==> src/rtl/crtc_pkg.sv <==
// Shared definitions for the crtc timing generator: register index map,
// reset-default timing values, frame phase type and the sync-width helper.
package crtc_pkg;

  // Register index map for the optional writable register file.
  localparam logic [4:0] R_H_TOTAL    = 5'd0;
  localparam logic [4:0] R_H_DISP     = 5'd1;
  localparam logic [4:0] R_H_SYNC_POS = 5'd2;
  localparam logic [4:0] R_SYNC_W     = 5'd3;
  localparam logic [4:0] R_V_TOTAL    = 5'd4;
  localparam logic [4:0] R_V_ADJ      = 5'd5;
  localparam logic [4:0] R_V_DISP     = 5'd6;
  localparam logic [4:0] R_V_SYNC_POS = 5'd7;
  localparam logic [4:0] R_MAX_RASTER = 5'd9;
  localparam logic [4:0] R_START_HI   = 5'd12;
  localparam logic [4:0] R_START_LO   = 5'd13;

  // Reset-default timing values.
  localparam int unsigned DEF_MA_W       = 14;
  localparam int unsigned DEF_H_TOTAL    = 63;
  localparam int unsigned DEF_H_DISP     = 40;
  localparam int unsigned DEF_H_SYNC_POS = 46;
  localparam int unsigned DEF_H_SYNC_W   = 14;
  localparam int unsigned DEF_V_TOTAL    = 38;
  localparam int unsigned DEF_V_ADJ      = 0;
  localparam int unsigned DEF_V_DISP     = 25;
  localparam int unsigned DEF_V_SYNC_POS = 30;
  localparam int unsigned DEF_V_SYNC_W   = 8;
  localparam int unsigned DEF_MAX_RASTER = 7;
  localparam int unsigned DEF_START_ADDR = 'h3000;

  // Normal character rows versus the vertical-adjust scanlines.
  typedef enum logic {
    PH_ACTIVE = 1'b0,
    PH_ADJUST = 1'b1
  } crtc_phase_e;

  // A programmed sync width of 0 stands for 16.
  function automatic logic [4:0] sync_width(input logic [3:0] w);
    return (w == 4'd0) ? 5'd16 : {1'b0, w};
  endfunction

endpackage

==> src/rtl/crtc_sync_width.sv <==
// Sync pulse stretcher: a loadable 4-bit down-counter holding `active` high
// for the programmed number of steps (characters for hsync, scanlines for
// vsync). A load while already active is ignored (no retrigger).
//   ck16, reset_n : clock, async active-low reset
//   step          : one counting step (character or line end)
//   load          : start a pulse this cycle
//   width         : pulse length in steps, 0 means 16
//   active        : registered sync level
module crtc_sync_width
  import crtc_pkg::*;
(
  input  logic       ck16,
  input  logic       reset_n,
  input  logic       step,
  input  logic       load,
  input  logic [3:0] width,
  output logic       active
);

  logic [3:0] remain;

  // remain counts the steps still to go after the current one.
  always_ff @(posedge ck16 or negedge reset_n) begin
    if (!reset_n) begin
      active <= 1'b0;
      remain <= 4'd0;
    end else if (load && !active) begin
      active <= 1'b1;
      remain <= 4'(sync_width(width) - 5'd1);
    end else if (active && step) begin
      if (remain == 4'd0) begin
        active <= 1'b0;
      end else begin
        remain <= remain - 4'd1;
      end
    end
  end

endmodule

==> src/rtl/crtc_timing_gen.sv <==
// 6845-style video timing generator in the ck16 domain, advancing once per
// character-clock enable. All outputs are registered one ck16 cycle behind
// the counters.
// Optional feature macro: CRTC_REGS_EN -- when defined the timing parameters
// become reset values of registers written through reg_sel/reg_wdata/reg_we;
// otherwise they are constants and the reg_* ports are ignored.
//   ck16, reset_n : 16 MHz clock, async active-low reset
//   cclk_en       : one-cycle pulse per character clock
//   reg_sel/reg_wdata/reg_we : register write port (CRTC_REGS_EN only)
//   hsync, vsync, dispen     : sync and display-enable
//   ma, ra                   : memory address and raster address
module crtc_timing_gen
  import crtc_pkg::*;
#(
  parameter int unsigned MA_W       = DEF_MA_W,
  parameter int unsigned H_TOTAL    = DEF_H_TOTAL,
  parameter int unsigned H_DISP     = DEF_H_DISP,
  parameter int unsigned H_SYNC_POS = DEF_H_SYNC_POS,
  parameter int unsigned H_SYNC_W   = DEF_H_SYNC_W,
  parameter int unsigned V_TOTAL    = DEF_V_TOTAL,
  parameter int unsigned V_ADJ      = DEF_V_ADJ,
  parameter int unsigned V_DISP     = DEF_V_DISP,
  parameter int unsigned V_SYNC_POS = DEF_V_SYNC_POS,
  parameter int unsigned V_SYNC_W   = DEF_V_SYNC_W,
  parameter int unsigned MAX_RASTER = DEF_MAX_RASTER,
  parameter int unsigned START_ADDR = DEF_START_ADDR
) (
  input  logic            ck16,
  input  logic            reset_n,
  input  logic            cclk_en,
  input  logic [4:0]      reg_sel,
  input  logic [7:0]      reg_wdata,
  input  logic            reg_we,
  output logic            hsync,
  output logic            vsync,
  output logic            dispen,
  output logic [MA_W-1:0] ma,
  output logic [4:0]      ra
);

  // Effective timing configuration.
  logic [7:0]      cfg_h_total, cfg_h_disp, cfg_h_sync_pos;
  logic [7:0]      cfg_v_total, cfg_v_disp, cfg_v_sync_pos;
  logic [4:0]      cfg_v_adj, cfg_max_raster;
  logic [3:0]      cfg_h_sync_w, cfg_v_sync_w;
  logic [MA_W-1:0] start_c;

`ifdef CRTC_REGS_EN
  logic [7:0] cfg_start_hi, cfg_start_lo;

  // Register file; writes land immediately, start address is only picked up
  // at the next frame restart.
  always_ff @(posedge ck16 or negedge reset_n) begin
    if (!reset_n) begin
      cfg_h_total    <= 8'(H_TOTAL);
      cfg_h_disp     <= 8'(H_DISP);
      cfg_h_sync_pos <= 8'(H_SYNC_POS);
      cfg_h_sync_w   <= 4'(H_SYNC_W);
      cfg_v_sync_w   <= 4'(V_SYNC_W);
      cfg_v_total    <= 8'(V_TOTAL);
      cfg_v_adj      <= 5'(V_ADJ);
      cfg_v_disp     <= 8'(V_DISP);
      cfg_v_sync_pos <= 8'(V_SYNC_POS);
      cfg_max_raster <= 5'(MAX_RASTER);
      cfg_start_hi   <= 8'(START_ADDR >> 8);
      cfg_start_lo   <= 8'(START_ADDR);
    end else if (reg_we) begin
      case (reg_sel)
        R_H_TOTAL:    cfg_h_total    <= reg_wdata;
        R_H_DISP:     cfg_h_disp     <= reg_wdata;
        R_H_SYNC_POS: cfg_h_sync_pos <= reg_wdata;
        R_SYNC_W: begin
          cfg_v_sync_w <= reg_wdata[7:4];
          cfg_h_sync_w <= reg_wdata[3:0];
        end
        R_V_TOTAL:    cfg_v_total    <= reg_wdata;
        R_V_ADJ:      cfg_v_adj      <= reg_wdata[4:0];
        R_V_DISP:     cfg_v_disp     <= reg_wdata;
        R_V_SYNC_POS: cfg_v_sync_pos <= reg_wdata;
        R_MAX_RASTER: cfg_max_raster <= reg_wdata[4:0];
        R_START_HI:   cfg_start_hi   <= reg_wdata;
        R_START_LO:   cfg_start_lo   <= reg_wdata;
        default: ;
      endcase
    end
  end

  assign start_c = MA_W'({cfg_start_hi, cfg_start_lo});
`else
  logic unused_reg_port;

  assign cfg_h_total    = 8'(H_TOTAL);
  assign cfg_h_disp     = 8'(H_DISP);
  assign cfg_h_sync_pos = 8'(H_SYNC_POS);
  assign cfg_h_sync_w   = 4'(H_SYNC_W);
  assign cfg_v_sync_w   = 4'(V_SYNC_W);
  assign cfg_v_total    = 8'(V_TOTAL);
  assign cfg_v_adj      = 5'(V_ADJ);
  assign cfg_v_disp     = 8'(V_DISP);
  assign cfg_v_sync_pos = 8'(V_SYNC_POS);
  assign cfg_max_raster = 5'(MAX_RASTER);
  assign start_c        = MA_W'(START_ADDR);
  assign unused_reg_port = ^{reg_sel, reg_wdata, reg_we};
`endif

  // Counter state and its next values.
  logic [7:0]      hcc, hcc_n;
  logic [7:0]      vcc, vcc_n;
  logic [4:0]      rc, rc_n;
  logic [MA_W-1:0] row_start, row_start_n;
  crtc_phase_e     phase, phase_n;

  logic h_end_c, hs_load_c, vs_step_c, vs_trig_c;
  logic hs_active, vs_active;
  logic dispen_c;
  logic [MA_W-1:0] ma_c;

  // State register.
  always_ff @(posedge ck16 or negedge reset_n) begin
    if (!reset_n) begin
      hcc       <= 8'd0;
      vcc       <= 8'd0;
      rc        <= 5'd0;
      row_start <= MA_W'(START_ADDR);
      phase     <= PH_ACTIVE;
    end else begin
      hcc       <= hcc_n;
      vcc       <= vcc_n;
      rc        <= rc_n;
      row_start <= row_start_n;
      phase     <= phase_n;
    end
  end

  // Next-state: character, scanline, row and frame stepping.
  always_comb begin
    hcc_n       = hcc;
    vcc_n       = vcc;
    rc_n        = rc;
    row_start_n = row_start;
    phase_n     = phase;
    hs_load_c   = 1'b0;
    vs_trig_c   = 1'b0;
    h_end_c     = (hcc == cfg_h_total);
    vs_step_c   = cclk_en && h_end_c;

    if (cclk_en) begin
      hcc_n     = h_end_c ? 8'd0 : hcc + 8'd1;
      hs_load_c = (hcc_n == cfg_h_sync_pos);

      if (h_end_c) begin
        if (phase == PH_ADJUST) begin
          // Adjust lines reuse rc from 0; restart after V_ADJ of them.
          if (({1'b0, rc} + 6'd1) >= {1'b0, cfg_v_adj}) begin
            vcc_n       = 8'd0;
            rc_n        = 5'd0;
            row_start_n = start_c;
            phase_n     = PH_ACTIVE;
          end else begin
            rc_n = rc + 5'd1;
          end
        end else if (rc == cfg_max_raster) begin
          rc_n        = 5'd0;
          row_start_n = row_start + MA_W'(cfg_h_disp);
          if (vcc == cfg_v_total) begin
            if (cfg_v_adj == 5'd0) begin
              vcc_n       = 8'd0;
              row_start_n = start_c;
            end else begin
              phase_n = PH_ADJUST;
            end
          end else begin
            vcc_n = vcc + 8'd1;
          end
        end else begin
          rc_n = rc + 5'd1;
        end

        // vsync fires entering scanline 0 of the sync row.
        vs_trig_c = (phase_n == PH_ACTIVE) && (rc_n == 5'd0) &&
                    (vcc_n == cfg_v_sync_pos);
      end
    end
  end

  // Output decode from the current counters.
  always_comb begin
    dispen_c = (hcc < cfg_h_disp) && (vcc < cfg_v_disp) && (phase == PH_ACTIVE);
    ma_c     = row_start + MA_W'(hcc);
  end

  crtc_sync_width u_hsync_w (
    .ck16    (ck16),
    .reset_n (reset_n),
    .step    (cclk_en),
    .load    (hs_load_c),
    .width   (cfg_h_sync_w),
    .active  (hs_active)
  );

  crtc_sync_width u_vsync_w (
    .ck16    (ck16),
    .reset_n (reset_n),
    .step    (vs_step_c),
    .load    (vs_trig_c),
    .width   (cfg_v_sync_w),
    .active  (vs_active)
  );

  // Output registers.
  always_ff @(posedge ck16 or negedge reset_n) begin
    if (!reset_n) begin
      hsync  <= 1'b0;
      vsync  <= 1'b0;
      dispen <= 1'b1;
      ma     <= MA_W'(START_ADDR);
      ra     <= 5'd0;
    end else begin
      hsync  <= hs_active;
      vsync  <= vs_active;
      dispen <= dispen_c;
      ma     <= ma_c;
      ra     <= rc;
    end
  end

endmodule

==> config.mk <==
export PLATFORM = sky130hd
export DESIGN_NAME = crtc_timing_gen
export DESIGN_NICKNAME = d
export VERILOG_FILES = /design/src/rtl/crtc_pkg.sv /design/src/rtl/crtc_sync_width.sv /design/src/rtl/crtc_timing_gen.sv
export SDC_FILE = /design/constraint.sdc
export NUM_CORES = 1
export LEC_CHECK = 0
export ABC_CLOCK_PERIOD_IN_PS = 3500
export BUFFER_PORTS_ARGS = -buffer_cell sky130_fd_sc_hd__buf_4
export CAP_MARGIN = 20
export CORE_MARGIN = 3
export CORE_UTILIZATION = 45
export DETAILED_ROUTE_END_ITERATION = 8
export PLACE_DENSITY = 0.7
export SLEW_MARGIN = 20
export SYNTH_ARGS = -nofsm -noshare
export SYNTH_HDL_FRONTEND = slang
export SYNTH_SLANG_ARGS = --single-unit
==> constraint.sdc <==
create_clock -name ck16 -period 3.5 [get_ports ck16]
set_input_delay 0.7 -clock ck16 [delete_from_list [all_inputs] [get_ports ck16]]
set_output_delay 0.7 -clock ck16 [all_outputs]
set_load 0.02 [all_outputs]
==> impl_metrics.yaml <==
run_status:
  status: "finished clean"
setup_path:
  cp.arrival_ns: 2.60
  r2r_start: "rc[0]$_DFFE_PN0P_"
  crit_fanout: 7
  reg2reg_slack_ns: 1.11
  setup.worst_path.class: "register to register"
  start_kind: "register"
  startpoint: "rc[0]$_DFFE_PN0P_"
  rr_endpoint: "u_vsync_w.remain[3]$_DFFE_PN0P_"
  cp.required_ns: 3.71
  reg2regPathDepth: 6
  end_kind: "register"
drt:
  dr.pass1.iters: 5
  drt_iter0_markers: 118
  wl_per_cell_microns: 13.4
  drc: 0
  viasPerCell: 5.25
  vias: 2370
  wl_mm: 6.05
  drtAntennaViolNets: 0
synth:
  synth.distinct_cells: 52
  async_flop_share_pct: 100
  avgSynthCellArea_sq_um: 9.96
  syn_inst: 327
  synth_ff_type: "dfrtp_1"
  synthTopCellsByArea: "dfrtp_1 (45%), ha_1 (5.4%), nand2_1 (5.0%)"
  synth_compound_area_share_pct: 13.0
  synth_top_area_share_pct: 45.3
  synth-seq-cells: 64
  yosys.area_share.simple_pct: 20.9
  yosysTopAreaCell: "dfrtp_1"
  yosys.area_share.xor_xnor_pct: 7.26
  synth-adder-area-share_pct: 5.38
  syn-cell-area_sq_um: 3260
  synth_enable_flop_cells: 0
  synth_top_family_by_area: "simple AND/OR/NAND/NOR gates"
  synth_nets: 358
  synthMuxAreaShare_pct: 0.692
  seq_area_frac_synth_pct: 49.4
  yosys_warnings: 0
floorplanning:
  die_width_microns: 91.1
  boundaryPins: 39
  start_util_pct: 47.1
  chipHeight_microns: 91.1
  core-area_sq_um: 6910
  rows: 30
  die_area_sq_um: 8290
finish:
  fillers: 628
  final_common_cell: "dfrtp_1"
  finalNetCount: 381
  antenna_cells: 0
  drive_above_1_share_pct: 16.6
  final_cell_mix: "dfrtp_1 (59), nand2_1 (43), buf_4 (24), o21ai_0 (19)"
  syn2layout_area_growth_pct: 14.6
clock_tree:
  clockBufferDepth: 2
  cts_setup_buffers: 0
  ctsHtreeMaxLevel: 3
  cts.sinks: 64
  cts_tree: "yes"
  cts_buffers: 9
  clock_latency_ns: 0.33
  path_clk_slew_ns: 0.06
  ctsHoldBuffers: 0
  root_buffer: "clkbuf_8"
  cts.repair.resized: 0
global_route:
  grt_pass1_vias: 2354
  grt_pass1_wl_mm: 10.8
  grt_antenna_before_repair: 0
  grt_remaining_overflow: 0
  grt_usage_pct: 16.1
  grt_max_degree: 65
hold_path:
  hp-start: "rc[1]$_DFFE_PN0P_"
  hp-class: "register to register"
  hold_end: "ra[1]$_DFF_PN0_"
  hold_depth: 0
power:
  p_sw_share_pct: 29.2
  power.share.clock_pct: 33.5
  pwr-share-comb_pct: 20.9
  total_power_w: 0.00212
  p_int_w: 0.00150
  p_sw_w: 0.000618
  power.leakage_nw: 1.68
  power_density_nw_per_um2: 567
  irDropWorstVdd_mv: 0.311
  seqPwrFrac_pct: 45.6
timing:
  fin_crit_ns: 2.39
  tns_ns: 0
  fin_worst_skew_ns: 0.00814
  post-route-period-util_pct: 68.2
  report.final.slew_viol_count: 0
  max_slew.worst_pin.slew_ns: 0.795
  final-hold-violation-count: 0
  max_slew_margin_pct: 47.0
  fmax_ghz: 0.419
  setup_viol: 0
  rsz0062_at_grt: "false"
job:
  maxCapViolations: 0
place:
  finalWeightedCongestion: 0.785
  io_buffers: 24
  place_hpwl_mm: 4.17
[cell usage after synthesis (all sizes together) (4+ instances only)]
| master | count |
|---|---|
| dfrtp | 59 |
| nand2 | 43 |
| o21ai | 23 |
| nor2 | 18 |
| xnor2 | 18 |
| inv | 17 |
| ha | 14 |
| nand3 | 14 |
| a21oi | 12 |
| clkbuf | 9 |
| xor2 | 9 |
| nand4 | 8 |
| and3 | 6 |
| a211o | 5 |
| dfstp | 5 |
| nor3 | 5 |
| nor4 | 5 |
| a21o | 4 |
| and2 | 4 |
| nor3b | 4 |
| o22ai | 4 |
[through the flow]
| stage | util (%) | hold WS [ns] | worst slack (ns) | instances | instance area, sq um |
|---|---|---|---|---|---|
| final | 54.0 | 0.443 | 1.11 | 451 | 3730 |
| after global routing | 54.0 | 0.467 | 0.972 | 451 | 3730 |
| after CTS | 54.0 | 0.448 | 1.13 | 451 | 3730 |
| after detailed placement | 50.8 | 0.428 | 1.09 | 435 | 3510 |
| after global placement | 50.8 | 0.422 | 1.13 | 435 | 3510 |
| after floorplan | - | 0.389 | 1.35 | 327 | 3260 |
[layer usage]
layer  vias up  routed length (microns)  global-route usage (%)
met2        29                     2960                    26.2
li1       1195                        -                       -
met4         0                       57                    5.65
met5         -                        0                       0
met3         4                      185                    4.31
met1      1142                     2850                    20.6
[how the worst max path moves through the flow]
stage,endpoint,depth (start not counted)
floorplan,u_vsync_w.remain[3]$_DFFE_PN0P_,6
global placement,row_start[10]$_DFFE_PN0P_,6
detailed placement,row_start[10]$_DFFE_PN0P_,6
CTS,u_vsync_w.remain[3]$_DFFE_PN0P_,6
global route,u_vsync_w.remain[3]$_DFFE_PN0P_,6
finish,u_vsync_w.remain[3]$_DFFE_PN0P_,6
[flip-flops by register name, summed over array words and instances (netlist names)]
| signal | cells |
|---|---|
| ma | 14 |
| row_start | 11 |
| hcc | 8 |
| vcc | 8 |
| ra | 5 |
| rc | 5 |
| u_hsync_w.remain | 4 |
| u_vsync_w.remain | 4 |
| dispen | 1 |
| hsync | 1 |
| u_hsync_w.active | 1 |
| u_vsync_w.active | 1 |
| vsync | 1 |
[power by group through the flow]
stage | registers [W] | clock network [W] | logic [W]
6_report | 0.000966 | 0.000710 | 0.000442
5_1_grt | 0.000988 | 0.000764 | 0.000512
4_1_cts | 0.000967 | 0.000732 | 0.000449
3_5_place_dp | 0.000979 | 0 | 0.000446
3_3_place_gp | 0.000978 | 0 | 0.000435
2_1_floorplan | 0.00101 | 0 | 0.000262
[area by class of cell]
type                            count  area (sq um)  share of cell area, %
Sequential cell                    64          1610                   43.1
Multi-Input combinational cell    234          1540                   41.2
Timing Repair Buffer               24           180                   4.83
Clock buffer                       13           159                   4.26
Tap cell                           96           120                   3.22
Clock inverter                      3          65.1                   1.74
Inverter                           17          63.8                   1.71
[logic make-up (layout without fill, tap and decap cells)]
family                   Yosys count  after routing
AO/OA/AOI/OAI                     65             65
adder cells (fa/ha/maj)           14             14
XOR/XNOR                          27             27
flip-flops                        64             64
buffers and inverters             29             57
multiplexers                       2              2
AND/OR/NAND/NOR                  126            126
[critical path: stages (launching register included)]
cell	delay (ns)
dfrtp_1	0.43
ha_1	0.33
nand4bb_4	0.21
or2_4	0.31
or3_1	0.34
a2111o_1	0.45
o21a_1	0.19
No activity file was read; power rests on OpenSTA's default activity.
